`config.mk`:
```
export PLATFORM = sky130hd
export DESIGN_NAME = control_sequencer
export DESIGN_NICKNAME = d
export VERILOG_FILES = /design/src/rtl/seq_pkg.sv /design/src/rtl/seq_decode.sv /design/src/rtl/control_sequencer.sv
export SDC_FILE = /design/constraint.sdc
export NUM_CORES = 1
export LEC_CHECK = 0
export ABC_AREA = 1
export CORE_ASPECT_RATIO = 0.8
export CORE_MARGIN = 8
export CORE_UTILIZATION = 40
export DETAILED_ROUTE_END_ITERATION = 8
export GPL_TIMING_DRIVEN = 0
export PLACE_DENSITY = 0.77
export SLEW_MARGIN = 20
export SYNTH_ARGS = -nofsm -noshare
export SYNTH_HDL_FRONTEND = slang
export SYNTH_SLANG_ARGS = --single-unit
```
`constraint.sdc`:
```
create_clock -name clk -period 1.3 [get_ports clk]
set_input_delay 0.26 -clock clk [delete_from_list [all_inputs] [get_ports clk]]
set_output_delay 0.26 -clock clk [all_outputs]
set_load 0.03 [all_outputs]
```
`src/rtl/seq_pkg.sv`:
```
// ---------------------------------------------------------------------------
// seq_pkg
//   Shared definitions for the control sequencer: the sequencer state enum,
//   instruction-word field positions and encodings, and small helpers that
//   pull fields out of the instruction register.
//
//   IR layout:  [7:6] src  [5:4] dst  [3:2] cond  [1] sub  [0] halt
// ---------------------------------------------------------------------------
package seq_pkg;

  typedef enum logic [1:0] {
    FETCH  = 2'd0,
    EXEC   = 2'd1,
    HALTED = 2'd2
  } state_t;

  // Field positions inside the 8-bit instruction word
  localparam int unsigned IR_SRC_LSB  = 6;
  localparam int unsigned IR_DST_LSB  = 4;
  localparam int unsigned IR_COND_LSB = 2;
  localparam int unsigned IR_SUB_BIT  = 1;
  localparam int unsigned IR_HALT_BIT = 0;

  // Source encodings (who drives dbus)
  localparam logic [1:0] SRC_IMM = 2'b00;
  localparam logic [1:0] SRC_ALU = 2'b01;
  localparam logic [1:0] SRC_A   = 2'b10;
  localparam logic [1:0] SRC_B   = 2'b11;

  // Destination encodings (who takes dbus)
  localparam logic [1:0] DST_A   = 2'b00;
  localparam logic [1:0] DST_B   = 2'b01;
  localparam logic [1:0] DST_OUT = 2'b10;
  localparam logic [1:0] DST_PC  = 2'b11;

  // Condition encodings
  localparam logic [1:0] COND_ALWAYS   = 2'b00;
  localparam logic [1:0] COND_AZERO    = 2'b01;
  localparam logic [1:0] COND_CARRY    = 2'b10;
  localparam logic [1:0] COND_NOCARRY  = 2'b11;

  function automatic logic [1:0] ir_src(input logic [7:0] ir);
    return ir[IR_SRC_LSB +: 2];
  endfunction

  function automatic logic [1:0] ir_dst(input logic [7:0] ir);
    return ir[IR_DST_LSB +: 2];
  endfunction

  function automatic logic [1:0] ir_cond(input logic [7:0] ir);
    return ir[IR_COND_LSB +: 2];
  endfunction

  function automatic logic cond_true(input logic [1:0] cond,
                                     input logic       a_is_zero,
                                     input logic       flag_carry);
    logic r;
    case (cond)
      COND_ALWAYS:  r = 1'b1;
      COND_AZERO:   r = a_is_zero;
      COND_CARRY:   r = flag_carry;
      default:      r = ~flag_carry;
    endcase
    return r;
  endfunction

endpackage

```
`src/rtl/seq_decode.sv`:
```
// ---------------------------------------------------------------------------
// seq_decode
//   Pure combinational decode of IR + ALU flags + sequencer state into the
//   bus-enable / load strobes and the PC-control hints used by the top.
//   Everything is inactive outside EXEC, so FETCH and HALTED (and reset,
//   which forces FETCH) never drive the bus.
//
// Ports
//   i_ir           instruction register
//   i_state        current sequencer state
//   i_a_is_zero    A register == 0
//   i_flag_carry   latched ALU carry
//   o_take         EXEC and condition true
//   o_do_subtract  ALU subtract select (IR sub bit for the whole EXEC)
//   o_bar_e/rom/a/b active-low bus driver enables (at most one low)
//   o_load_a/b/out active-high register load strobes
//   o_load_pc      PC takes dbus at the next edge
//   o_src_imm      EXEC of an immediate-source instruction (PC must advance)
//   o_halt         EXEC of an instruction with the halt bit set
// ---------------------------------------------------------------------------
module seq_decode
  import seq_pkg::*;
(
  input  logic [7:0] i_ir,
  input  state_t     i_state,
  input  logic       i_a_is_zero,
  input  logic       i_flag_carry,
  output logic       o_take,
  output logic       o_do_subtract,
  output logic       o_bar_e,
  output logic       o_bar_rom,
  output logic       o_bar_a,
  output logic       o_bar_b,
  output logic       o_load_a,
  output logic       o_load_b,
  output logic       o_load_out,
  output logic       o_load_pc,
  output logic       o_src_imm,
  output logic       o_halt
);

  logic       w_exec;
  logic [1:0] w_src;
  logic [1:0] w_dst;

  assign w_exec = (i_state == EXEC);
  assign w_src  = ir_src(i_ir);
  assign w_dst  = ir_dst(i_ir);

  always_comb begin
    o_take        = 1'b0;
    o_do_subtract = 1'b0;
    o_bar_e       = 1'b1;
    o_bar_rom     = 1'b1;
    o_bar_a       = 1'b1;
    o_bar_b       = 1'b1;
    o_load_a      = 1'b0;
    o_load_b      = 1'b0;
    o_load_out    = 1'b0;
    o_load_pc     = 1'b0;
    o_src_imm     = 1'b0;
    o_halt        = 1'b0;

    if (w_exec) begin
      o_take        = cond_true(ir_cond(i_ir), i_a_is_zero, i_flag_carry);
      // Subtract is held independent of take so the ALU output stays stable
      o_do_subtract = i_ir[IR_SUB_BIT];
      o_src_imm     = (w_src == SRC_IMM);
      o_halt        = i_ir[IR_HALT_BIT];

      if (o_take) begin
        case (w_src)
          SRC_IMM: o_bar_rom = 1'b0;
          SRC_ALU: o_bar_e   = 1'b0;
          SRC_A:   o_bar_a   = 1'b0;
          default: o_bar_b   = 1'b0;
        endcase
        case (w_dst)
          DST_A:   o_load_a   = 1'b1;
          DST_B:   o_load_b   = 1'b1;
          DST_OUT: o_load_out = 1'b1;
          default: o_load_pc  = 1'b1;
        endcase
      end
    end
  end

endmodule

```
`src/rtl/control_sequencer.sv`:
```
// ---------------------------------------------------------------------------
// control_sequencer
//   Two-clock (FETCH, EXEC) instruction sequencer. Each instruction moves one
//   byte across dbus from a source (ROM immediate, ALU, A, B) to a
//   destination (A, B, OUT, PC), optionally conditioned on ALU status.
//   Owns PC, IR and the sequencer state; strobes are decoded by seq_decode.
//
// Ports
//   clk           system clock, all state on posedge
//   reset         asynchronous, active-high
//   rom_addr      ROM address (= PC)
//   rom_data      ROM read data
//   dbus          shared data bus, sampled for PC loads
//   aIsZero       A register == 0
//   flagCarry     latched ALU carry
//   doSubtract    ALU subtract select
//   assertBarE    active-low ALU -> dbus
//   assertBarRom  active-low ROM -> dbus
//   assertBarA    active-low A -> dbus
//   assertBarB    active-low B -> dbus
//   loadA/B/Out   active-high load strobes
//   halted        sequencer stopped
// ---------------------------------------------------------------------------
module control_sequencer
  import seq_pkg::*;
#(
  parameter int unsigned          PC_WIDTH     = 8,
  parameter logic [PC_WIDTH-1:0]  RESET_VECTOR = '0
) (
  input  logic                clk,
  input  logic                reset,
  output logic [PC_WIDTH-1:0] rom_addr,
  input  logic [7:0]          rom_data,
  input  logic [7:0]          dbus,
  input  logic                aIsZero,
  input  logic                flagCarry,
  output logic                doSubtract,
  output logic                assertBarE,
  output logic                assertBarRom,
  output logic                assertBarA,
  output logic                assertBarB,
  output logic                loadA,
  output logic                loadB,
  output logic                loadOut,
  output logic                halted
);

  localparam logic [PC_WIDTH-1:0] PC_ONE = PC_WIDTH'(1);

  state_t              r_state;
  state_t              w_state_nxt;
  logic [PC_WIDTH-1:0] r_pc;
  logic [PC_WIDTH-1:0] w_pc_nxt;
  logic [7:0]          r_ir;
  logic [7:0]          w_ir_nxt;
  logic [PC_WIDTH-1:0] w_dbus_pc;

  logic w_take;
  logic w_load_pc;
  logic w_src_imm;
  logic w_halt;

  assign w_dbus_pc = PC_WIDTH'(dbus);

  seq_decode u_decode (
    .i_ir          (r_ir),
    .i_state       (r_state),
    .i_a_is_zero   (aIsZero),
    .i_flag_carry  (flagCarry),
    .o_take        (w_take),
    .o_do_subtract (doSubtract),
    .o_bar_e       (assertBarE),
    .o_bar_rom     (assertBarRom),
    .o_bar_a       (assertBarA),
    .o_bar_b       (assertBarB),
    .o_load_a      (loadA),
    .o_load_b      (loadB),
    .o_load_out    (loadOut),
    .o_load_pc     (w_load_pc),
    .o_src_imm     (w_src_imm),
    .o_halt        (w_halt)
  );

  // PC addresses both the opcode (FETCH) and the immediate byte (EXEC)
  assign rom_addr = r_pc;
  assign halted   = (r_state == HALTED);

  always_comb begin
    w_state_nxt = r_state;
    w_pc_nxt    = r_pc;
    w_ir_nxt    = r_ir;
    case (r_state)
      FETCH: begin
        w_ir_nxt    = rom_data;
        w_pc_nxt    = r_pc + PC_ONE;
        w_state_nxt = EXEC;
      end
      EXEC: begin
        // A taken PC load wins over the immediate-consumption increment
        if (w_load_pc)
          w_pc_nxt = w_dbus_pc;
        else if (w_src_imm)
          w_pc_nxt = r_pc + PC_ONE;
        w_state_nxt = w_halt ? HALTED : FETCH;
      end
      HALTED: w_state_nxt = HALTED;
      default: w_state_nxt = FETCH;
    endcase
  end

  always_ff @(posedge clk or posedge reset) begin
    if (reset) begin
      r_state <= FETCH;
      r_pc    <= RESET_VECTOR;
      r_ir    <= '0;
    end else begin
      r_state <= w_state_nxt;
      r_pc    <= w_pc_nxt;
      r_ir    <= w_ir_nxt;
    end
  end

endmodule

```
# [Word level (Yosys, flattened, before mapping)]
# Index checks and enable logic that the tools add are counted.
# W data, S select, Z words.
[totals] register_bits=18 latch_bits=0 ramBits=0 mem_bits_ro=0 in_bits=20 out_inout_bits=17 wordCells=56 n_memories=0
[op_classes] add_sub_neg=1 n_mul=0 div_mod_pow=0 magnitude_cmp=0 n_eq_ne=9 shift=0 mux=34 bitwise=1 reduce_logical=8
[op_table] operator="$mux W1" n=28
[op_table] operator="$mux W8" n=2
[op_table] operator="$pmux W8 S2" n=1
[op_table] operator="$add A8 B1 Y8 const B" n=1
[op_table] operator="$eq A2 B1 Y1 const B" n=4
[op_table] operator="$eq A2 B2 Y1 const B" n=4
[op_table] operator="$logic_not A2 Y1" n=4
[op_table] operator="$pmux W2 S3" n=1
[op_table] operator="$reduce_or A3 Y1" n=2
[op_table] operator="$ne A3 B1 Y1 const B" n=1
[op_table] operator="$pmux W1 S3" n=1
[op_table] operator="$mux W2" n=1
[op_table] operator="$reduce_and A2 Y1" n=1
[op_table] operator="$reduce_bool A2 Y1" n=1
[op_table] operator="$not A1 Y1" n=1

# [Longest topological paths before layout]
# Gate-level depths: netlist of the first run.
[depth] ltp_word=7 mapped_depth=9 ltp_nobuf=9

# [Cells and area by module]
# Synthesis of the first run repeated with hierarchy kept, for this count alone.
[hier_totals] hier_cells=156 hier_area_um2=1146.1
[modules_own_cells] module="control_sequencer" instances=1 cells_per_inst=118 area_per_inst_um2=960.9 seq_area_each_um2=450.4
[modules_own_cells] module="seq_decode" instances=1 cells_per_inst=38 area_per_inst_um2=185.2 seq_area_each_um2=0.0

# [Worst setup path before layout of the first run]
# Ideal clock, no wire load.
[synth_timing] kind="register to output" start="register r_ir[3]" end="output loadA" arrival_time_ps=1644 required_time_ps=1040 slack_ps=-604 stages_incl_launch_ff=8 n_path_buf=0 path_cell_list="dfrtp_1 inv_1 nand2_1 nand3_2 inv_1 nor2_1 inv_1 nor3_1"
[synth_between] elab_chain_cells=5 elab_cells_between_ends=7 classes_between="eq/ne (2); mux (4); reduce/logical (1)"
[synth_lines] item="start: declaration" line="control_sequencer.sv:54" rtl="logic [7:0] r_ir;"
[synth_lines] item="start signal: assignment" line="control_sequencer.sv:119" rtl="r_ir <= w_ir_nxt;"
[synth_lines] item="$eq A2 B2 Y1 (tied with other cells)" line="seq_pkg.sv:58" rtl="case (cond)"
[synth_lines] item="$pmux W1 S3 (*)" line="seq_pkg.sv:58"
[synth_lines] item="$mux W1 (*)" line="seq_decode.sv:64" rtl="if (w_exec) begin"
[synth_lines] item="$mux W1 (*)" line="seq_decode.sv:71" rtl="if (o_take) begin"
[synth_lines] item="$mux W1 (*)" line="seq_decode.sv:64"
[synth_lines] item="end: declaration" line="control_sequencer.sv:42" rtl="output logic loadA,"
# Every way passes the cells marked *; elsewhere a longest branch is shown, timed or not. The select of a mux whose other input is x is not followed.

# [Worst setup path after layout of the first run]
[layout_timing] start="register r_ir[3]" end="output loadOut"
[layout_between] elab_chain_cells=5 elab_cells_between_ends=7 classes_between="eq/ne (2); mux (4); reduce/logical (1)"
[layout_lines] item="$eq A2 B2 Y1 (tied with other cells)" line="seq_pkg.sv:58"
[layout_lines] item="$pmux W1 S3 (*)" line="seq_pkg.sv:58"
[layout_lines] item="$mux W1 (*)" line="seq_decode.sv:64"
[layout_lines] item="$mux W1 (*)" line="seq_decode.sv:71"
[layout_lines] item="$mux W1 (*)" line="seq_decode.sv:64"
[layout_lines] item="end: declaration" line="control_sequencer.sv:44" rtl="output logic loadOut,"
# Marks and branches as above.

==> impl_metrics.env, run 1 <==
export IMPL_outcome="finished with violations"
export IMPL_violations="setup timing"
export IMPL_area_growth_synth_to_final_pct=63.9
export IMPL_crit_arrival_ns=1.52
export IMPL_rr_endpoint="rom_addr[3]$_DFFE_PP0P_"
export IMPL_numCtsBuffers=3
export IMPL_wl_um=3510
export IMPL_antenna_cells=0
export IMPL_vias=1199
export IMPL_ys_seq_elements=18
export IMPL_grt_max_degree=19
export IMPL_drt_iter0_drc=68
export IMPL_p_total_mw=4.20
export IMPL_synth_cell_types=19
export IMPL_start_util=0.424
export IMPL_worstPathCellList="inv_2, nand2_2, nand3_4, inv_4, nor2_4, inv_2, nor3_4, buf_6"
export IMPL_drc=0
export IMPL_required_ns=1.04
export IMPL_grt_overflow=0
export IMPL_cts_max_path_buffers=2
export IMPL_reg2reg_setup_slack_ns=-0.18
export IMPL_viasPerCell=4.98
export IMPL_skew_ns=0.0124
export IMPL_cp_startpoint="r_ir[3]$_DFFE_PP0P_"
export IMPL_grt_antenna_before_repair=0
export IMPL_die_h_um=61.9
export IMPL_rsz0062_at_grt="true"
export IMPL_syn_avg_cell_area_um2=7.02
export IMPL_ir_drop_v=0.00145
export IMPL_track_usage=0.161
export IMPL_cts_hold_buf=0
export IMPL_fmax_mhz=563
export IMPL_drv_slew=0
export IMPL_syn_inst=150
export IMPL_grt_pass1_vias=1240
export IMPL_slew_headroom=0.507
export IMPL_crit_slowest_cell="dfrtp_1"
export IMPL_crit_top_cell="inv_2"
export IMPL_fin_ws_ns=-0.476
export IMPL_ctsHtreeMaxLevel=1
export IMPL_core_area_mm2=0.00248
export IMPL_n_fill_cell=214
export IMPL_wl_per_cell_um=14.6
export IMPL_reg2reg_depth=7
export IMPL_die_area_mm2=0.00454
export IMPL_critPathKind="flop to primary output"
export IMPL_crit_family="flip-flops"
export IMPL_cp_depth=8
export IMPL_startpoint_type="flop"
export IMPL_worst_pin_slew_ns=0.738
export IMPL_cts_root_buf="clkbuf_4"
export IMPL_worstSkewPairLatency_ns=0.31
export IMPL_cap_violations=0
export IMPL_die_w_um=73.3
export IMPL_drt_pass1_iterations=4
export IMPL_crit_buf_inv=4
export IMPL_r2r_start="r_state[1]$_DFF_PP0_"
export IMPL_clkTransAtPathRegs_ns=0.12
export IMPL_end_kind="primary output"
export IMPL_synthesis_nets=171
export IMPL_hp_class="input port to async pin"
export IMPL_multiInputGateArea_um2=647
export IMPL_finalSetupViolCount=17
export IMPL_max_stage_delay_ns=0.44
export IMPL_yosys_warnings=0
export IMPL_final_common_cell="nand2_1"
export IMPL_timing_final_crit_share=1.37
export IMPL_final_cell_area_mm2=0.00172
export IMPL_powerDensity_mw_per_mm2=2440
export IMPL_syn_cell_area_mm2=0.00105
export IMPL_antenna_left=0
export IMPL_place_gp_congestion=0.821
export IMPL_most_common_layout_cells="nand2_1, clkdlybuf4s50_1, nand3_1, dfrtp_1, buf_4"
export IMPL_placed_area_mm2=0.00152
export IMPL_rows=16
export IMPL_min_period_ns=1.78
export IMPL_dp_final_hpwl_um=2310
export IMPL_grt_pass1_wl_um=5620
export IMPL_seqCellArea_um2=458
export IMPL_ys_seq_area_frac=0.428
export IMPL_cts_sinks=18
export IMPL_dp_slack_ns=-1.19
export IMPL_crit_fanout=5
export IMPL_hold_violations=0
export IMPL_port_buffers=36
export IMPL_cts_tree="built"
export IMPL_p_leak_nw=0.848
export IMPL_cp_endpoint="loadOut"
export IMPL_nets=227
export IMPL_ios=37
export IMPL_drive_gt1_frac=0.337
-- flip-flops by register name, indices dropped and copies added, names as in the netlist --
name      flops
rom_addr      8
r_state       2
r_ir          8
-- synthesized netlist by cell type --
master | instances | area share
a21oi_4 | 1 | 0.015
clkbuf_1 | 1 | 0.0036
dfrtp_1 | 18 | 0.43
ha_1 | 1 | 0.012
inv_1 | 17 | 0.061
inv_2 | 1 | 0.0036
nand2_1 | 65 | 0.23
nand2_2 | 2 | 0.012
nand2_4 | 1 | 0.011
nand3_1 | 15 | 0.071
nand3_2 | 1 | 0.0095
nor2_1 | 10 | 0.036
nor3_1 | 2 | 0.0095
nor3_4 | 1 | 0.015
nor4_1 | 1 | 0.0059
o21ai_0 | 9 | 0.043
o21bai_1 | 1 | 0.0071
xnor2_1 | 1 | 0.0083
xor2_1 | 2 | 0.017
-- timing repair --
action / 4_1_cts / 5_1_grt
pin swaps: 7 / 4
resized for setup: 117 / 14
gates cloned: 0 / 1
buffers inserted: 11 / 5
endpoints found under the setup margin: 34 / 27
-- through the flow --
stage | util | TNS [ns] | hold slack (ns) | cells
after CTS | 0.673 | -4.46 | 0.400 | 236
after global routing | 0.695 | -5.72 | 0.430 | 241
final | 0.695 | -4.53 | 0.364 | 241
after global placement | 0.614 | -12.29 | 0.512 | 222
after detailed placement | 0.614 | -13.13 | 0.527 | 222
after floorplan | - | -1.36 | 0.199 | 150
-- cell type report --
cell class | count | area share
tap | 36 | 0.0261
sequential | 18 | 0.266
inverter | 18 | 0.0406
timing repair buffer | 51 | 0.265
buffer | 1 | 0.00653
clock buffer | 4 | 0.0210
multi-input combinational | 113 | 0.375
-- metal layers --
layer	global-route usage	share of wire
met5	0	0
met4	0.0595	0.027
met3	0.0497	0.073
met2	0.290	0.50
met1	0.177	0.40
-- power breakdown --
group / switching [mW] / internal (mW)
Sequential: 0.314 / 0.830
Combinational: 1.64 / 1.05
Clock: 0.196 / 0.171
-- worst min-delay path by stage --
stage,endpoint,slack [ns],cells after the start
floorplan,r_ir[0]$_DFFE_PP0P_,0.20,1
global placement,r_state[1]$_DFF_PP0_,0.51,2
detailed placement,rom_addr[7]$_DFFE_PP0P_,0.53,2
CTS,r_ir[2]$_DFFE_PP0P_,0.40,2
global route,r_ir[2]$_DFFE_PP0P_,0.43,2
finish,r_ir[3]$_DFFE_PP0P_,0.36,2
-- logic make-up (layout without fill, tap and decap cells) --
kind of cell | after synthesis | in the layout | synth area share
and+or+nand+nor | 98 | 98 | 0.402
DFF | 18 | 18 | 0.428
xor gates and xnor gates | 3 | 3 | 0.0250
AOI/OAI and AO/OA | 11 | 11 | 0.0654
adders and majority gates | 1 | 1 | 0.0119
buffers and inverters | 19 | 74 | 0.0678
No activity file was read; power rests on OpenSTA's default activity.
==> run 2, diff against run 1 <==
PLACE_DENSITY = 0.75   (was 0.77)
==> impl_metrics.env, run 2 (same netlist as run 1, synthesis figures left out) <==
export IMPL_hold_violations=0
export IMPL_reg2reg_depth=7
export IMPL_cap_violations=0
export IMPL_rows=16
export IMPL_outcome="finished with violations"
export IMPL_place_gp_congestion=0.818
export IMPL_placed_area_mm2=0.00152
export IMPL_violations="setup timing"
export IMPL_fin_ws_ns=-0.493
export IMPL_most_common_layout_cells="nand2_1, clkdlybuf4s50_1, buf_4"
export IMPL_required_ns=1.04
export IMPL_drt_pass1_iterations=4
export IMPL_powerDensity_mw_per_mm2=2430
export IMPL_setup_tns_final_ns=-4.74
export IMPL_die_w_um=73.3
export IMPL_antenna_cells=0
export IMPL_timing_final_crit_share=1.38
export IMPL_core_area_mm2=0.00248
export IMPL_top_layer_used="met4"
export IMPL_worst_pin_slew_ns=0.708
export IMPL_cts_max_path_buffers=2
export IMPL_crit_fanout=5
export IMPL_crit_family="flip-flops"
export IMPL_clkTransAtPathRegs_ns=0.10
export IMPL_routed_wl_met2_um=1880
export IMPL_grt_antenna_before_repair=0
export IMPL_ir_drop_v=0.00121
export IMPL_rsz0062_at_grt="true"
export IMPL_crit_buf_inv=4
export IMPL_nets=228
export IMPL_p_leak_nw=0.850
export IMPL_ios=37
export IMPL_grt_pass1_vias=1174
export IMPL_port_buffers=36
export IMPL_grt_pass1_wl_um=5250
export IMPL_met1Wirelength_um=1320
export IMPL_drc=0
export IMPL_worstSkewPairLatency_ns=0.30
export IMPL_grt_max_degree=19
export IMPL_ctsHtreeMaxLevel=1
export IMPL_cts_sinks=18
export IMPL_rr_endpoint="rom_addr[2]$_DFFE_PP0P_"
export IMPL_fmax_mhz=558
export IMPL_min_period_ns=1.79
export IMPL_final_cell_area_mm2=0.00171
export IMPL_vias=1199
export IMPL_skew_ns=0.00130
export IMPL_startpoint_type="flop"
export IMPL_crit_arrival_ns=1.53
export IMPL_end_kind="primary output"
export IMPL_dp_final_hpwl_um=2260
export IMPL_r2r_start="r_state[1]$_DFF_PP0_"
export IMPL_p_total_mw=4.16
export IMPL_grt_overflow=0
export IMPL_numCtsBuffers=3
export IMPL_slew_headroom=0.528
export IMPL_finalSetupViolCount=17
export IMPL_die_area_mm2=0.00454
export IMPL_route_met3_wl_um=249
export IMPL_track_usage=0.150
export IMPL_drv_slew=0
export IMPL_critPathKind="flop to primary output"
export IMPL_die_h_um=61.9
export IMPL_drt_iter0_drc=66
export IMPL_cp_depth=8
export IMPL_area_growth_synth_to_final_pct=62.9
export IMPL_final_common_cell="nand2_1"
export IMPL_cts_tree="built"
export IMPL_max_stage_delay_ns=0.43
export IMPL_worstPathCellList="inv_1, nand2_2, nand3_4, inv_4, nor2_4, inv_2, nor3_4, buf_6"
export IMPL_wl_per_cell_um=14.5
export IMPL_cts_root_buf="clkbuf_4"
export IMPL_crit_slowest_cell="dfrtp_1"
export IMPL_reg2reg_setup_slack_ns=-0.19
export IMPL_viasPerCell=4.95
export IMPL_wl_um=3500
export IMPL_drive_gt1_frac=0.325
export IMPL_start_util=0.424
export IMPL_hp_class="input port to async pin"
export IMPL_antenna_left=0
## run 2: changes by cell type in the layout (fill, tap and decap cells not counted), sizes merged
cell | previous run | this run
clkdlybuf4s15 | 0 | 1
## run 2: stage by stage
stage / util / hold slack [ns] / setup slack [ns] / cells
final: 0.691 / 0.365 / -0.493 / 242
after global routing: 0.691 / 0.426 / -0.556 / 242
after CTS: 0.660 / 0.385 / -0.468 / 236
after detailed placement: 0.614 / 0.529 / -1.22 / 222
after global placement: 0.614 / 0.523 / -1.17 / 222
after floorplan: - / 0.199 / -0.197 / 150
## run 2: power by group
group / internal [mW] / switching [mW]
logic: 1.04 / 1.63
clock network: 0.171 / 0.183
registers: 0.823 / 0.311
total: 2.03 / 2.12
## run 2: final cells by class
cell class | instances | area (um2)
fillers | 217 | 768
multi-input cells | 113 | 644
repair buffers | 52 | 457
flip-flops and latches | 18 | 454
inverters | 18 | 70.1
well taps | 36 | 45.0
clock buffers | 4 | 36.3
plain buffers | 1 | 7.51
## run 2: repair_timing
item | in CTS | in global routing
buffers inserted | 10 | 7
hold buffers | 0 | 0
resized for setup | 107 | 15
pin swaps | 8 | 9
endpoints found under the setup margin | 34 | 19
## run 2: worst max-delay path by stage
stage	start	to	slack, ns
5_1_grt	r_ir[3]$_DFFE_PP0P_	loadA	-0.56
2_1_floorplan	r_ir[3]$_DFFE_PP0P_	loadA	-0.20
6_report	r_ir[3]$_DFFE_PP0P_	loadA	-0.49
4_1_cts	r_ir[3]$_DFFE_PP0P_	loadA	-0.47
3_5_place_dp	flagCarry	loadA	-1.22
3_3_place_gp	flagCarry	loadA	-1.17
## run 2: per-layer routing
metal	GRT usage	vias to the layer above
met4	0.0652	0
met5	0	-
met2	0.269	43
met1	0.163	566
met3	0.0449	7
li1	-	583
